==> src/rtl/button_event_arbiter_pkg.sv <==
// Shared types and constants for the button event arbiter and its
// round-robin selector.
package button_event_arbiter_pkg;

  typedef enum logic {
    ST_IDLE  = 1'b0,
    ST_OFFER = 1'b1
  } state_t;

  // Sample-tick divider for the board clock (1 ms at 100 MHz).
  localparam int DEFAULT_TICK_DIV = 100000;

  // Ceiling log2, never below 1 so single-bit fields stay legal.
  function automatic int clog2(input int n);
    int r;
    int v;
    r = 0;
    v = n - 1;
    while (v > 0) begin
      r++;
      v = v >> 1;
    end
    return (r < 1) ? 1 : r;
  endfunction

endpackage

==> src/rtl/button_event_arbiter_rr_select.sv <==
// Combinational round-robin pick: first set request after last_grant,
// wrapping modulo N.
module button_event_arbiter_rr_select
  import button_event_arbiter_pkg::*;
#(
  parameter int N    = 4,
  parameter int ID_W = clog2(N)
) (
  input  logic [N-1:0]    req,
  input  logic [ID_W-1:0] last_grant,
  output logic [ID_W-1:0] sel,
  output logic            any_req
);

  int   idx;
  logic found;

  always_comb begin
    sel   = '0;
    found = 1'b0;
    idx   = 0;
    for (int off = 1; off <= N; off++) begin
      idx = (int'(last_grant) + off) % N;
      if (!found && req[idx[ID_W-1:0]]) begin
        sel   = idx[ID_W-1:0];
        found = 1'b1;
      end
    end
  end

  assign any_req = |req;

endmodule

==> src/rtl/button_event_arbiter.sv <==
// Shares one command consumer between N push-button channels: latches
// press pulses as pending requests, grants them round-robin, paces debouncers.
//
//   state    | meaning
//   ---------+-----------------------------------------------------
//   ST_IDLE  | nothing offered; load the next pending channel if any
//   ST_OFFER | cmd_id offered with cmd_valid=1 until handshake
module button_event_arbiter
  import button_event_arbiter_pkg::*;
#(
  parameter  int N_BTN    = 4,
  parameter  int TICK_DIV = DEFAULT_TICK_DIV,
  parameter  int DROP_W   = 8,
  localparam int ID_W     = clog2(N_BTN)
) (
  input  logic              clk,
  input  logic              rst,
  input  logic [N_BTN-1:0]  btn_pulse,
  output logic              sample_tick,
  output logic              cmd_valid,
  input  logic              cmd_ready,
  output logic [ID_W-1:0]   cmd_id,
  output logic [N_BTN-1:0]  pending,
  output logic [DROP_W-1:0] drop_cnt
);

  localparam int CNT_W = clog2(TICK_DIV);

  state_t           state;
  logic [CNT_W-1:0] tick_cnt;
  logic [ID_W-1:0]  last_grant;
  logic [ID_W-1:0]  sel_id;
  logic             any_req;
  logic             load;
  logic [N_BTN-1:0] clear_mask;
  logic             drop_now;

  // The tick is registered one count early so it lines up with tick_cnt == TICK_DIV-1.
  always_ff @(posedge clk) begin
    if (!rst) begin
      tick_cnt    <= '0;
      sample_tick <= 1'b0;
    end else begin
      tick_cnt    <= (tick_cnt == CNT_W'(TICK_DIV - 1)) ? '0 : tick_cnt + CNT_W'(1);
      sample_tick <= (tick_cnt == CNT_W'(TICK_DIV - 2));
    end
  end

  button_event_arbiter_rr_select #(
    .N    (N_BTN),
    .ID_W (ID_W)
  ) u_rr_select (
    .req        (pending),
    .last_grant (last_grant),
    .sel        (sel_id),
    .any_req    (any_req)
  );

  assign load       = any_req && ((state == ST_IDLE) || cmd_ready);
  assign clear_mask = load ? (N_BTN'(1) << sel_id) : '0;
  assign drop_now   = |(btn_pulse & pending & ~clear_mask);

  // A pulse on the channel being loaded re-arms it rather than counting as a drop.
  always_ff @(posedge clk) begin
    if (!rst) begin
      pending  <= '0;
      drop_cnt <= '0;
    end else begin
      pending <= (pending & ~clear_mask) | btn_pulse;
      if (drop_now && (drop_cnt != {DROP_W{1'b1}}))
        drop_cnt <= drop_cnt + DROP_W'(1);
    end
  end

  always_ff @(posedge clk) begin
    if (!rst) begin
      state      <= ST_IDLE;
      cmd_valid  <= 1'b0;
      cmd_id     <= '0;
      last_grant <= ID_W'(N_BTN - 1);
    end else begin
      case (state)
        ST_IDLE: begin
          if (any_req) begin
            cmd_id     <= sel_id;
            last_grant <= sel_id;
            cmd_valid  <= 1'b1;
            state      <= ST_OFFER;
          end
        end
        ST_OFFER: begin
          if (cmd_ready) begin
            if (any_req) begin
              cmd_id     <= sel_id;
              last_grant <= sel_id;
            end else begin
              cmd_valid <= 1'b0;
              state     <= ST_IDLE;
            end
          end
        end
        default: begin
          cmd_valid <= 1'b0;
          state     <= ST_IDLE;
        end
      endcase
    end
  end

endmodule
==> config.mk <==
export PLATFORM = sky130hd
export DESIGN_NAME = button_event_arbiter
export DESIGN_NICKNAME = d
export VERILOG_FILES = /design/src/rtl/button_event_arbiter_pkg.sv /design/src/rtl/button_event_arbiter_rr_select.sv /design/src/rtl/button_event_arbiter.sv
export SDC_FILE = /design/constraint.sdc
export NUM_CORES = 1
export LEC_CHECK = 0
export ABC_AREA = 0
export CORE_MARGIN = 3
export CORE_UTILIZATION = 30
export DETAILED_ROUTE_END_ITERATION = 7
export GPL_TIMING_DRIVEN = 0
export MAX_ROUTING_LAYER = met4
export PLACE_DENSITY = 0.49
export SLEW_MARGIN = 5
export SYNTH_ARGS = -nofsm -noshare
export SYNTH_HDL_FRONTEND = slang
export SYNTH_SLANG_ARGS = --single-unit
==> constraint.sdc <==
create_clock -name clk -period 6.4 [get_ports clk]
set_input_delay 0.96 -clock clk [delete_from_list [all_inputs] [get_ports clk]]
set_output_delay 0.96 -clock clk [all_outputs]
set_load 0.05 [all_outputs]
Word level (Yosys, flattened, before mapping)
Cells that the tools add are included.
- output and inout bits: 16
- register bits after elaboration: 36
- bits of input ports: 7
- word-level logic and storage cells: 74
- reductions and logical operators: 13
- bitwise operators: 7
- muxes and demuxes: 29
- magnitude comparators: 4
- add/subtract/negate cells: 6
- shift-type cells: 1
- eq/ne operators: 6
- operators by type and width (operator ; number):
    17-bit == test (second input constant) ; 2
    17-bit by 1-bit adder with 17-bit output (second input constant) ; 1
    2-bit 2-to-1 mux ; 8
    4-bit AND ; 3
    2-bit by 3-bit less-than comparator with 1-bit output (second input constant) ; 4
    1-bit 2-to-1 mux ; 12
    8-bit by 1-bit adder with 8-bit output (second input constant) ; 1
    1-bit binary-select mux with 2-bit select ; 4
    8-bit != test (second input constant) ; 1
    2-bit case mux with 2 select lines ; 2
    4-bit OR reduction ; 2
    2-bit != test (second input constant) ; 3
    1-bit logical AND ; 5
    2-bit by 1-bit adder with 2-bit output (second input constant) ; 2
    2-bit adder (second input constant) ; 2
    4-bit 2-to-1 mux ; 1
    4-bit inverter ; 1
    4-bit OR ; 1
    1-bit case mux with 2 select lines ; 2
    1-bit by 2-bit << shifter with 4-bit output (first input constant) ; 1
    1-bit logical NOT ; 3
    3-bit AND reduction ; 1
    1-bit inverter ; 2
    2-bit OR reduction ; 1
    1-bit logical OR ; 1

Depth between registers and ports, before layout
Gate-level depths: netlist of run 1.
- word-level depth: 19
- depth in mapped cells: 8
- depth with buffers taken out: 7

Cells and area by module
Synthesis of run 1 repeated with hierarchy kept, for this count alone.
- cell total of the unflattened synthesis: 204
- area total of the unflattened synthesis: 1687.9 sq um
- by module, submodules not included (module ; instances ; cells an instance ; sequential area each (sq um) ; area an instance (sq um)):
    button_event_arbiter ; 1 ; 190 ; 720.7 ; 1606.5
    button_event_arbiter_rr_select ; 1 ; 14 ; 0.0 ; 81.3

Worst setup path before layout of run 1
Ideal clock, no wire load.
- path type: input to register
- start: input port cmd_ready
- end: register drop_cnt[1]
- stages: 8
- arrival: 2.415 ns
- buffers on the path: 1
- path slack: 3.857 ns
- library setup time: 0.128 ns
- data required time: 6.272 ns
- cells stage by stage: nor2b_1 -> nor4_1 -> o21bai_1 -> a32o_2 -> o31ai_2 -> buf_6 -> mux2i_1 -> nor2_1
- longest elaborated chain between the ends: 7
- RTL lines (element ; RTL line ; source):
    start, declared ; button_event_arbiter.sv:21 ; input logic cmd_ready,
    1-bit logical OR ; button_event_arbiter.sv:59 ; assign load = any_req && ((state == ST_IDLE) || cmd_ready);
    1-bit logical AND ; button_event_arbiter.sv:59 ;
    4-bit 2-to-1 mux ; button_event_arbiter.sv:60 ; assign clear_mask = load ? (N_BTN'(1) << sel_id) : '0;
    4-bit inverter ; button_event_arbiter.sv:61 ; assign drop_now = |(btn_pulse & pending & ~clear_mask);
    4-bit AND ; button_event_arbiter.sv:61 ;
    4-bit OR reduction ; button_event_arbiter.sv:61 ;
    1-bit logical AND ; button_event_arbiter.sv:70 ; if (drop_now && (drop_cnt != {DROP_W{1'b1}}))
    end signal, assigned ; button_event_arbiter.sv:71 ; drop_cnt <= drop_cnt + DROP_W'(1);
    end, declared ; button_event_arbiter.sv:24 ; output logic [DROP_W-1:0] drop_cnt
No other way between the ends.
A chain may end at the register's enable or synchronous reset.

Worst setup path after layout of run 1
Ends and elaborated chain as after synthesis.

==> results of run 1 <==
## power by group through the flow
stage	sequential, uW	clock, uW	combinational (uW)
floorplan	276	0	43.9
global placement	253	0	96.1
detailed placement	253	0	96.1
CTS	248	207	96.4
global route	250	216	105
finish	248	199	95.6
## sequential cells by signal, summed over array words and instances (netlist names)
signal       cells
state            1
cmd_id           2
tick_cnt        17
last_grant       2
sample_tick      1
cmd_valid        1
pending          4
drop_cnt         8
## cell families after synthesis
logic type,synth area share [%]
buffers and inverters,2.75
AND/OR/NAND/NOR,26.7
AO/OA/AOI/OAI,16.2
adder cells (fa/ha/maj),2.29
flip-flops,44.0
XOR/XNOR,7.49
multiplexers,0.611
## final cells by class
class | count | area, um2
plain buffers | 4 | 22.5
well taps | 70 | 87.6
repair buffers | 21 | 210
multi-input cells | 146 | 872
clock buffers | 5 | 68.8
fillers | 533 | 3160
inverters | 6 | 22.5
flip-flops and latches | 36 | 721
clock inverters | 3 | 42.5
## through the flow
stage               utilization [%]  hold WS (ns)  std cells  worst slack (ns)
floorplan                         -         0.437        192              3.86
global placement               37.2         0.462        283              3.07
detailed placement             37.2         0.465        283              3.09
CTS                            39.3         0.481        291              3.38
global route                   39.3         0.502        291              3.16
finish                         39.3         0.475        291              3.36
## synth_stat cells (3+ instances only)
cell type,number
dfxtp_1,36
nor2_1,34
nand2_1,12
a21oi_1,11
o21ai_0,11
xor2_1,11
nand3_1,9
nand4_1,7
inv_1,6
and3_1,5
nor2b_1,4
nor4_1,4
or3_1,4
clkbuf_1,3
ha_1,3
xnor2_1,3
## metal layers
metal / share of wire, % / track usage [%]
met2: 42 / 17.6
met4: 0.93 / 3.55
met5: 0 / -
met1: 53 / 15.6
met3: 3.9 / 3.50
## how the worst min path moves through the flow
stage	from	end	slack, ns	depth (start not counted)
6_report	tick_cnt[0]$_SDFF_PP0_	tick_cnt[0]$_SDFF_PP0_	0.47	1
4_1_cts	tick_cnt[0]$_SDFF_PP0_	tick_cnt[0]$_SDFF_PP0_	0.48	1
3_5_place_dp	tick_cnt[0]$_SDFF_PP0_	tick_cnt[0]$_SDFF_PP0_	0.46	1
2_1_floorplan	tick_cnt[0]$_SDFF_PP0_	tick_cnt[0]$_SDFF_PP0_	0.44	1
3_3_place_gp	tick_cnt[0]$_SDFF_PP0_	tick_cnt[0]$_SDFF_PP0_	0.46	1
5_1_grt	cmd_id[1]$_SDFFE_PN0N_	cmd_id[1]$_SDFFE_PN0N_	0.50	2
==> impl_metrics.env, run 1 <==
export IMPL_drv_cap=0
export IMPL_cts_tree="built"
export IMPL_ys_flop_type="dfxtp_1"
export IMPL_layout_commonest_cell="dfxtp_1"
export IMPL_drc=0
export IMPL_path_depth=9
export IMPL_core_um2=5200
export IMPL_critPathTopFamily="compound AO/OA/AOI/OAI gates"
export IMPL_path_buf_inv=2
export IMPL_swShare_pct=28.5
export IMPL_p_clk_share_pct=36.7
export IMPL_crit_end="drop_cnt[1]$_SDFFE_PN0P_"
export IMPL_grt_pass1_vias=1261
export IMPL_diodes=0
export IMPL_required_ns=6.57
export IMPL_final_cell_mix="36 x dfxtp_1, 34 x nor2_1, 21 x clkdlybuf4s50_1"
export IMPL_synth_top_area_share_pct=44.0
export IMPL_rows=26
export IMPL_root_buffer="clkbuf_8"
export IMPL_final_nets=230
export IMPL_die_y_um=79.9
export IMPL_grt_pass1_wl_um=5940
export IMPL_wire_per_inst_um=11.8
export IMPL_status="completed"
export IMPL_vdd_ir_drop_max_mv=0.0853
export IMPL_fp_dieW_um=79.9
export IMPL_syn_area_um2=1640
export IMPL_cp_arrival_ns=3.20
export IMPL_synthCells=192
export IMPL_gp_congestion=0.758
export IMPL_critPathKind="in -> reg"
export IMPL_wirelength_um=3440
export IMPL_clk_latency_ns=0.28
export IMPL_final_area_um2=2050
export IMPL_synth_avg_cell_area_um2=8.53
export IMPL_worstSetupEndpointType="register"
export IMPL_worstPathMaxFanout=10
export IMPL_tns_ns=0
export IMPL_r2r_cells=8
export IMPL_setup_viol=0
export IMPL_drt_iter0_drc=85
export IMPL_synth_edf_count=0
export IMPL_slowest_delay_ns=0.50
export IMPL_finalCritPeriodShare_pct=47.4
export IMPL_ctsHoldBuffers=0
export IMPL_r2r_start="pending[3]$_SDFF_PN0_"
export IMPL_min_period_ns=3.04
export IMPL_antenna_found_initial=0
export IMPL_power_uw=542
export IMPL_seq_area_frac_synth_pct=44.0
export IMPL_critPathLaunchType="primary input"
export IMPL_vias_per_cell=4.70
export IMPL_die_area_um2=6380
export IMPL_track_usage_pct=11.9
export IMPL_slew_headroom_pct=40.5
export IMPL_clock_sinks=36
export IMPL_pwr_share_comb_pct=17.6
export IMPL_reg2reg_slack_ns=4.04
export IMPL_rr_endpoint="drop_cnt[7]$_SDFFE_PN0P_"
export IMPL_numCtsBuffers=5
export IMPL_hp_class="reg -> reg"
export IMPL_crit_start="cmd_ready"
export IMPL_syn_nets=202
export IMPL_overflow=0
export IMPL_syn2layout_area_growth_pct=25.0
export IMPL_io_pins=23
export IMPL_async_reset_ff_share_pct=0
export IMPL_antenna_left=0
export IMPL_p_int_uw=388
export IMPL_yosys_area_top_type="dfxtp_1"
export IMPL_p_per_area_nw_per_um2=265
export IMPL_hpwl_um=2480
export IMPL_rsz0062_at_grt="false"
export IMPL_max_freq_mhz=329
export IMPL_post_cts_buffers=0
export IMPL_first_pass_iters=4
export IMPL_grt_max_degree=13
export IMPL_ys_seq_elements=36
export IMPL_portBuffers=21
export IMPL_clk_pin_slew_worst_paths_ns=0.08
export IMPL_htreeDepth=2
export IMPL_hold_viol=0
export IMPL_power_net_switching_uw=155
export IMPL_crit_chain="clkdlybuf4s50_1, nor2b_1, nor4_1, o21ai_0, a32o_2, o31ai_2, buf_6, mux2i_1, nor2_1"
export IMPL_cts_max_path_buffers=2
export IMPL_slew_violations=0
export IMPL_power_leakage_uw=0.000741
export IMPL_synthTopCellsByArea="dfxtp_1 44%, nor2_1 7.8%, xor2_1 5.9%, a21oi_1 3.4%, o21ai_0 3.4%"
export IMPL_cp_slowest_cell="clkdlybuf4s50_1"
export IMPL_drive_gt1_share_pct=5.88
export IMPL_pwr_share_seq_pct=45.7
export IMPL_vias=1367
export IMPL_worst_pin_slew_ns=0.884
export IMPL_place_area_um2=1940
export IMPL_yosysUniqueCellTypes=39
export IMPL_fin_worst_skew_ns=0.00793
export IMPL_floorplan_initialDensity_pct=31.5
export IMPL_post_cts_resized=0
export IMPL_yosysWarnings=0
Power figures use the tool's default switching activity.
==> run 2, diff against run 1 <==
- clock period: 6.4 -> 3 ns (I/O delays scaled with it)
==> results of run 2 <==
The final DEF is identical to that of run 1. Status: completed.
Among the figures that moved: setup slack after placement 3.09 ns -> 0.202 ns; setup slack after layout 3.36 ns -> 0.474 ns; register-to-register setup slack 4.04 ns -> 0.64 ns; total power 542 uW -> 1160 uW; worst IR drop on VDD 0.0853 mV -> 0.182 mV
==> run 3, diff against run 2 <==
- clock period: 3 -> 2.5 ns (I/O delays scaled with it)
==> impl_metrics.env, run 3 (synthesis results as in run 1) <==
export IMPL_multi_input_area_um2=878
export IMPL_clk_pin_slew_worst_paths_ns=0.08
export IMPL_cp_slowest_cell="clkdlybuf4s50_1"
export IMPL_top_register="tick_cnt"
export IMPL_reg_largest_list="tick_cnt: 17 flops, drop_cnt: 8 flops, pending: 4 flops"
export IMPL_slowest_delay_ns=0.50
export IMPL_slew_headroom_pct=39.9
export IMPL_power_net_switching_uw=397
export IMPL_final_nets=230
export IMPL_root_buffer="clkbuf_8"
export IMPL_p_int_uw=993
export IMPL_p_per_area_nw_per_um2=677
export IMPL_final_area_um2=2050
export IMPL_ctsHoldBuffers=0
export IMPL_cts_tree="built"
export IMPL_place_area_um2=1940
export IMPL_io_pins=23
export IMPL_antenna_found_initial=0
export IMPL_die_y_um=79.9
export IMPL_track_usage_pct=11.9
export IMPL_min_from="rst"
export IMPL_path_buf_inv=2
export IMPL_critPathLaunchType="primary input"
export IMPL_drv_cap=0
export IMPL_cts_max_path_buffers=2
export IMPL_vdd_ir_drop_max_mv=0.218
export IMPL_r2r_start="pending[3]$_SDFF_PN0_"
export IMPL_power_leakage_uw=0.000741
export IMPL_htreeDepth=2
export IMPL_numCtsBuffers=5
export IMPL_crit_chain="clkdlybuf4s50_1, nor2b_1, nor4_2, o21bai_1, a32o_2, o31ai_2, buf_6, mux2i_1, nor2_1"
export IMPL_diodes=0
export IMPL_seqCellArea_um2=721
export IMPL_wirelength_um=3470
export IMPL_first_pass_iters=4
export IMPL_drc=0
export IMPL_final_cell_mix="36 x dfxtp_1, 34 x nor2_1, 21 x clkdlybuf4s50_1"
export IMPL_overflow=0
export IMPL_nFillCells=534
export IMPL_worst_pin_slew_ns=0.893
export IMPL_finalCritPeriodShare_pct=94.2
export IMPL_required_ns=2.67
export IMPL_slew_violations=0
export IMPL_drive_gt1_share_pct=6.33
export IMPL_fin_ws_ns=0.144
export IMPL_die_area_um2=6380
export IMPL_fp_dieW_um=79.9
export IMPL_antenna_left=0
export IMPL_grt_pass1_wl_um=5940
export IMPL_syn2layout_area_growth_pct=25.4
export IMPL_max_freq_mhz=425
export IMPL_hpwl_um=2480
export IMPL_pre_cts_ws_ns=-0.223
export IMPL_floorplan_initialDensity_pct=31.5
export IMPL_vias=1394
export IMPL_worstSetupEndpointType="register"
export IMPL_worstPathMaxFanout=10
export IMPL_crit_start="cmd_ready"
export IMPL_wire_per_inst_um=11.9
export IMPL_hold_viol=0
export IMPL_portBuffers=21
export IMPL_layout_commonest_cell="dfxtp_1"
export IMPL_clock_sinks=36
export IMPL_rsz0062_at_grt="false"
export IMPL_cp_arrival_ns=2.52
export IMPL_core_um2=5200
export IMPL_rows=26
export IMPL_status="completed"
export IMPL_p_clk_share_pct=36.6
export IMPL_vias_per_cell=4.79
export IMPL_grt_max_degree=13
export IMPL_tns_ns=0
export IMPL_pwr_share_comb_pct=17.7
export IMPL_pwr_share_seq_pct=45.6
export IMPL_largest_reg_flops=17
export IMPL_hold_ws_ns=0.430
export IMPL_critPathTopFamily="compound AO/OA/AOI/OAI gates"
export IMPL_drt_iter0_drc=82
export IMPL_critPathKind="in -> reg"
export IMPL_setup_viol=0
export IMPL_hp_class="in -> reg"
export IMPL_clk_latency_ns=0.29
export IMPL_fin_worst_skew_ns=0.00826
export IMPL_grt_pass1_vias=1261
export IMPL_final_util_pct=39.4
export IMPL_swShare_pct=28.6
export IMPL_gp_congestion=0.758
export IMPL_min_period_ns=2.36
==> run 3: worst paths after layout <==
| kind | slack (ns) | cells past startpoint | to |
|---|---|---|---|
| worst max-delay path | 0.14 | 9 | drop_cnt[1]$_SDFFE_PN0P_ |
| worst min-delay path | 0.43 | 2 | last_grant[1]$_SDFFE_PN1N_ |
| worst max register to register | 0.16 | 8 | drop_cnt[7]$_SDFFE_PN0P_ |
| worst min register to register | 0.47 | 1 | tick_cnt[0]$_SDFF_PP0_ |
==> run 3: routing by layer <==
layer / up-vias / GRT usage (%) / wire length (um)
li1: 742 / - / -
met1: 626 / 15.6 / 1810
met2: 22 / 17.6 / 1490
met3: 4 / 3.50 / 134
met4: 0 / 3.55 / 32
met5: - / - / 0
==> run 3: through the flow <==
step / total power [uW] / instances
2_1_floorplan: 818 / 192
6_report: 1390 / 291
3_3_place_gp: 894 / 283
5_1_grt: 1460 / 291
3_5_place_dp: 893 / 283
4_1_cts: 1410 / 291
==> run 3: layout make-up <==
class / count / share of cell area (%)
Inverter: 6 / 1.10
Clock inverter: 3 / 2.07
Timing Repair Buffer: 21 / 10.2
Sequential cell: 36 / 35.1
Multi-Input combinational cell: 146 / 42.8
Tap cell: 70 / 4.27
Buffer: 4 / 1.10
Clock buffer: 5 / 3.35
==> run 3: power by group through the flow <==
stage,Sequential (uW),Clock (uW),Combinational [uW]
3_5_place_dp,647,0,246
6_report,635,509,246
3_3_place_gp,648,0,246
5_1_grt,639,554,271
2_1_floorplan,706,0,112
4_1_cts,634,530,247
==> run 3: repair_timing <==
action                                  CTS  global route
endpoints found under the hold margin     0             0
resized for setup                         0             1
endpoints found under the setup margin    0             7
buffers inserted                          0             0
